File: config.mk
export PLATFORM = sky130hd
export DESIGN_NAME = enc16_4_stream_flat
export DESIGN_NICKNAME = d
export VERILOG_FILES = /design/src/rtl/enc16_4_stream_if.sv /design/src/rtl/enc16_4_stream.sv /design/src/flat_wrapper.sv
export SDC_FILE = /design/constraint.sdc
export NUM_CORES = 1
export LEC_CHECK = 0
export ABC_AREA = 1
export CORE_ASPECT_RATIO = 1.75
export CORE_UTILIZATION = 35
export DETAILED_ROUTE_END_ITERATION = 12
export SLEW_MARGIN = 5
export SYNTH_ARGS = -nofsm -noshare
export SYNTH_HDL_FRONTEND = slang
export SYNTH_SLANG_ARGS = --single-unit
File: constraint.sdc
create_clock -name clk -period 1.7 [get_ports clk]
set_input_delay 0.34 -clock clk [delete_from_list [all_inputs] [get_ports clk]]
set_output_delay 0.34 -clock clk [all_outputs]
set_load 0.1 [all_outputs]
File: src/rtl/enc16_4_stream_if.sv
// enc16_4_stream_if: bundles the request-side and beat-side handshake of the
// 16-to-4 stream encoder.
//   in_vec/in_valid/in_ready            : request vector handshake
//   out_code/out_zero/out_last/out_valid : emitted beat
//   out_ready                           : downstream beat acceptance
// Modport slave is the encoder's view; master is the producer/consumer view.
interface enc16_4_stream_if;
  logic [15:0] in_vec;
  logic        in_valid;
  logic        in_ready;
  logic [3:0]  out_code;
  logic        out_zero;
  logic        out_last;
  logic        out_valid;
  logic        out_ready;

  modport slave (
    input  in_vec, in_valid, out_ready,
    output in_ready, out_code, out_zero, out_last, out_valid
  );

  modport master (
    output in_vec, in_valid, out_ready,
    input  in_ready, out_code, out_zero, out_last, out_valid
  );
endinterface

File: src/rtl/enc16_4_stream.sv
// enc16_4_stream: sequential 16-to-4 encoder. Captures a 16-bit request vector
// and emits the index of each set bit as one beat, in priority order.
// Ports:
//   clk  : rising-edge clock
//   rst  : synchronous reset, active-high
//   bus  : enc16_4_stream_if.slave (in_vec/in_valid/in_ready,
//          out_code/out_zero/out_last/out_valid/out_ready)
// Parameters:
//   PRIO_HIGH  : 0 = lowest set index first, 1 = highest set index first
//   EMPTY_BEAT : 1 = all-zero vector emits one out_zero beat, 0 = dropped
module enc16_4_stream #(
  parameter int PRIO_HIGH  = 0,
  parameter int EMPTY_BEAT = 1
) (
  input logic          clk,
  input logic          rst,
  enc16_4_stream_if.slave bus
);

  typedef enum logic {IDLE, EMIT} state_t;

  state_t      state, state_nxt;
  logic [15:0] work, work_nxt;
  logic [3:0]  code_r;
  logic        zero_r;
  logic        last_r;
  logic        valid_r;

  function automatic logic [3:0] prio_idx(input logic [15:0] v);
    logic [3:0] idx;
    idx = '0;
    if (PRIO_HIGH != 0) begin
      // Ascending scan: the last hit is the highest set index.
      for (int unsigned i = 0; i < 16; i++)
        if (v[i]) idx = 4'(i);
    end else begin
      // Descending scan: the last hit is the lowest set index.
      for (int unsigned i = 16; i > 0; i--)
        if (v[i-1]) idx = 4'(i - 1);
    end
    return idx;
  endfunction

  // True for zero or exactly one set bit.
  function automatic logic at_most_one(input logic [15:0] v);
    return (v & (v - 16'd1)) == '0;
  endfunction

  always_comb begin
    state_nxt = state;
    work_nxt  = work;
    case (state)
      IDLE: begin
        if (bus.in_valid) begin
          work_nxt = bus.in_vec;
          if ((bus.in_vec != '0) || (EMPTY_BEAT != 0))
            state_nxt = EMIT;
        end
      end
      EMIT: begin
        if (bus.out_ready) begin
          work_nxt = work & ~(16'd1 << code_r);
          if (last_r)
            state_nxt = IDLE;
        end
      end
      default: state_nxt = IDLE;
    endcase
  end

  // Beat outputs are registered from the next work value, so they always
  // describe the register contents and stay stable while stalled.
  always_ff @(posedge clk) begin
    if (rst) begin
      state   <= IDLE;
      work    <= '0;
      valid_r <= 1'b0;
      code_r  <= '0;
      zero_r  <= 1'b0;
      last_r  <= 1'b0;
    end else begin
      state   <= state_nxt;
      work    <= work_nxt;
      valid_r <= (state_nxt == EMIT);
      if (state_nxt == EMIT) begin
        code_r <= prio_idx(work_nxt);
        zero_r <= (work_nxt == '0);
        last_r <= at_most_one(work_nxt);
      end else begin
        code_r <= '0;
        zero_r <= 1'b0;
        last_r <= 1'b0;
      end
    end
  end

  assign bus.in_ready  = (state == IDLE) && !rst;
  assign bus.out_valid = valid_r;
  assign bus.out_code  = code_r;
  assign bus.out_zero  = zero_r;
  assign bus.out_last  = last_r;

endmodule

File: src/flat_wrapper.sv
// flat-port wrapper written by rule: the top's interface ports become plain ports
module enc16_4_stream_flat 
#(
  parameter int PRIO_HIGH  = 0,
  parameter int EMPTY_BEAT = 1
)
  (clk, rst, bus_in_vec, bus_in_valid, bus_out_ready, bus_in_ready, bus_out_code, bus_out_zero, bus_out_last, bus_out_valid);
  enc16_4_stream_if bus_i ();
  input logic clk;
  input logic rst;
  input wire logic [$bits(bus_i.in_vec)-1:0] bus_in_vec;
  input wire logic [$bits(bus_i.in_valid)-1:0] bus_in_valid;
  input wire logic [$bits(bus_i.out_ready)-1:0] bus_out_ready;
  output wire logic [$bits(bus_i.in_ready)-1:0] bus_in_ready;
  output wire logic [$bits(bus_i.out_code)-1:0] bus_out_code;
  output wire logic [$bits(bus_i.out_zero)-1:0] bus_out_zero;
  output wire logic [$bits(bus_i.out_last)-1:0] bus_out_last;
  output wire logic [$bits(bus_i.out_valid)-1:0] bus_out_valid;
  assign bus_i.in_vec = bus_in_vec;
  assign bus_i.in_valid = bus_in_valid;
  assign bus_i.out_ready = bus_out_ready;
  assign bus_in_ready = bus_i.in_ready;
  assign bus_out_code = bus_i.out_code;
  assign bus_out_zero = bus_i.out_zero;
  assign bus_out_last = bus_i.out_last;
  assign bus_out_valid = bus_i.out_valid;
  enc16_4_stream #(.PRIO_HIGH(PRIO_HIGH), .EMPTY_BEAT(EMPTY_BEAT)) u_core (.clk(clk), .rst(rst), .bus(bus_i));
endmodule
==> out/metrics.csv <==
metric;value;unit
drt initial violations;39;
largest family of logic cells by synthesized area;simple AND/OR/NAND/NOR gates;
CTS Buffer Depth;2;
Worst-Skew Late Latency;270;ps
n_diodes;0;
leading cell type in the layout, fill and taps excluded;buf_4;
vias in the first global route;1722;
share of the yosys chip area belonging to registers;32.7;%
RSZ-0062 raised after global routing;yes;
Fin. Hold Viols;0;
Synth-to-Final Area Change;83.8;%
Setup Skew;3.81;ps
first-pass GRT wire length;7620;um
Crit. End Element;flop;
DR WL/cell;13.6;um
CTS H-tree lvls;1;
post-synth cell types;29;
height of the die;85.9;um
Pwr Total;1780;uW
Worst Tran Pin Value;286;ps
Post-Synthesis Cells;213;
hpwl dp;3430;um
initial core utilization;36.4;%
mux cell area share after synthesis;0.710;%
syn_area_per_cell;6.61;um2
# clock sinks;23;
final max-slew violation count;0;
Peak supply drop;0.403;mV
status;finished with violations;
min cycle time layout;1920;ps
Synth Area in Compound Gates;21.0;%
proportion of layout cells with a drive suffix above 1;52.1;%
DRC viols;0;
grt total ovfl;0;
core area;3870;um2
initial antenna violation count;0;
Arr. time, crit path;2130;ps
drt pass-1 iters;4;
Ports;28;
largest net degree at the start of global routing;18;
Power Density;687;nW/um2
Final GP Congestion;0.864;
Post-Synth XOR/XNOR Area;0;%
Post-Syn Area;1410;um2
critical path data required time;1900;ps
vias per inst;4.85;
Hold WC Path Type;flop to flop;
pre-CTS setup slack;-663;ps
Post-Synth Adder-Cell Area;0;%
Slew HR;80.8;%
synth warn;0;
Worst Setup Start Kind;flop;
cell taking the most area after synthesis;dfxtp_1;
CTS Buf Count;3;
CTS Hold Bufs;0;
Die W;50.0;um
CTS tree;yes;
Clk pin slew, worst setup/hold paths;80;ps
CTS root buffer;clkbuf_8;
failing checks;negative setup slack;
crit-path max FO;4;
Final setup viols;6;
Routed Antenna Nets;0;
Rows;30;
GRT Util Overall;23.5;%
highest clock rate;520;MHz
r2r setup slk;-220;ps
Max-cap violations;0;
Synth area leaders;dfxtp_1 (33%), nand2_1 (13%), nor2_1 (10%);
CP Class;flop to flop;
die area;4290;um2
syn nets;233;
simple-gate share of the synthesized area;33.7;%
most frequent cells in the layout;buf_4 (61), nand2_1 (38), nor2_1 (31);
area share of the largest cell type after synthesis;32.7;%
Seq cells post-synth;23;
vias;1712;
Setup WS post-layout;-222;ps
crit share post-route;113;%
Port Buf Inserts;27;
LEAKAGE;0.00121;uW
WL final;4790;um
nets;326;
cell type report:
type / instances / area (um2)
Inverter: 35 / 146
Tap cell: 48 / 60.1
Clock buffer: 3 / 41.3
Fill cell: 319 / 1280
Multi-Input combinational cell: 151 / 1000
Sequential cell: 23 / 479
Timing Repair Buffer: 92 / 853
Clock inverter: 1 / 5.00
metal layers:
layer / wire length (um) / global-route usage (%)
met1: 1630 / 22.6
met2: 2760 / 47.7
met3: 177 / 0.887
met4: 223 / 12.2
met5: 0 / 0
where the power goes:
group	switching [uW]	total (uW)	internal (uW)
combinational	445	834	389
clock	181	345	164
sequential	30.3	600	569
critical path: stages, from the launching register on:
cell and delay [ps]:
dfxtp_4 370, buf_6 100, buf_4 100, nand3_2 70, o21a_1 190, mux2i_2 190
nand2_1 120, nor2_2 150, nand2_2 110, inv_2 80, nand2_2 60, o22ai_2 90
nand2_1 80, nor3_2 140
final timing paths:
path | end | startpoint | cells after the start
worst max-delay path | u_core.bus.out_last$_SDFF_PP0_ | u_core.bus.out_code[2]$_SDFF_PP0_ | 13
worst min-delay path | u_core.work[12]$_SDFF_PP0_ | u_core.work[12]$_SDFF_PP0_ | 2
worst max register to register | u_core.bus.out_last$_SDFF_PP0_ | u_core.bus.out_code[2]$_SDFF_PP0_ | 13
worst min register to register | u_core.work[12]$_SDFF_PP0_ | u_core.work[12]$_SDFF_PP0_ | 2
registers in the layout (all words and copies together) (netlist names):
register / flops
u_core.work: 16
u_core.bus.out_code: 4
u_core.bus.out_last: 1
u_core.bus.out_zero: 1
u_core.state: 1
metrics by stage:
stage	util (%)	TNS, ps	hold WS (ps)	std cells	cell area [um2]
global placement	57.0	-4170	540	333	2200
finish	67.0	-719	581	353	2590
CTS	64.4	-253	589	349	2490
global route	67.0	-1550	618	353	2590
detailed placement	57.0	-4450	544	333	2200
floorplan	-	-646	491	213	1460
cells by family (layout without fill, tap and decap cells):
family                 count (synthesis)  after routing
buffers and inverters                 40            131
muxes                                  1              1
DFF                                   23             23
AOI/OAI and AO/OA                     37             37
and+or+nand+nor                      112            113
Yosys cell counts (all sizes together):
library cell	number
nand2	53
nor2	43
inv	34
dfxtp	23
a21oi	15
nand3	9
o21ai	9
nor3	7
a31oi	6
buf	4
a211oi	2
o21bai	2
o22ai	2
clkbuf	1
clkinv	1
mux2i	1
o21a	1
timing repair:
| item | in CTS | in global routing |
|---|---|---|
| cloned | 1 | 0 |
| setup endpoints to repair | 6 | 6 |
| pin swaps | 16 | 8 |
| gates resized for setup | 49 | 21 |
| buffers inserted | 11 | 4 |
Note: power is estimated with default switching activity, not from simulation.
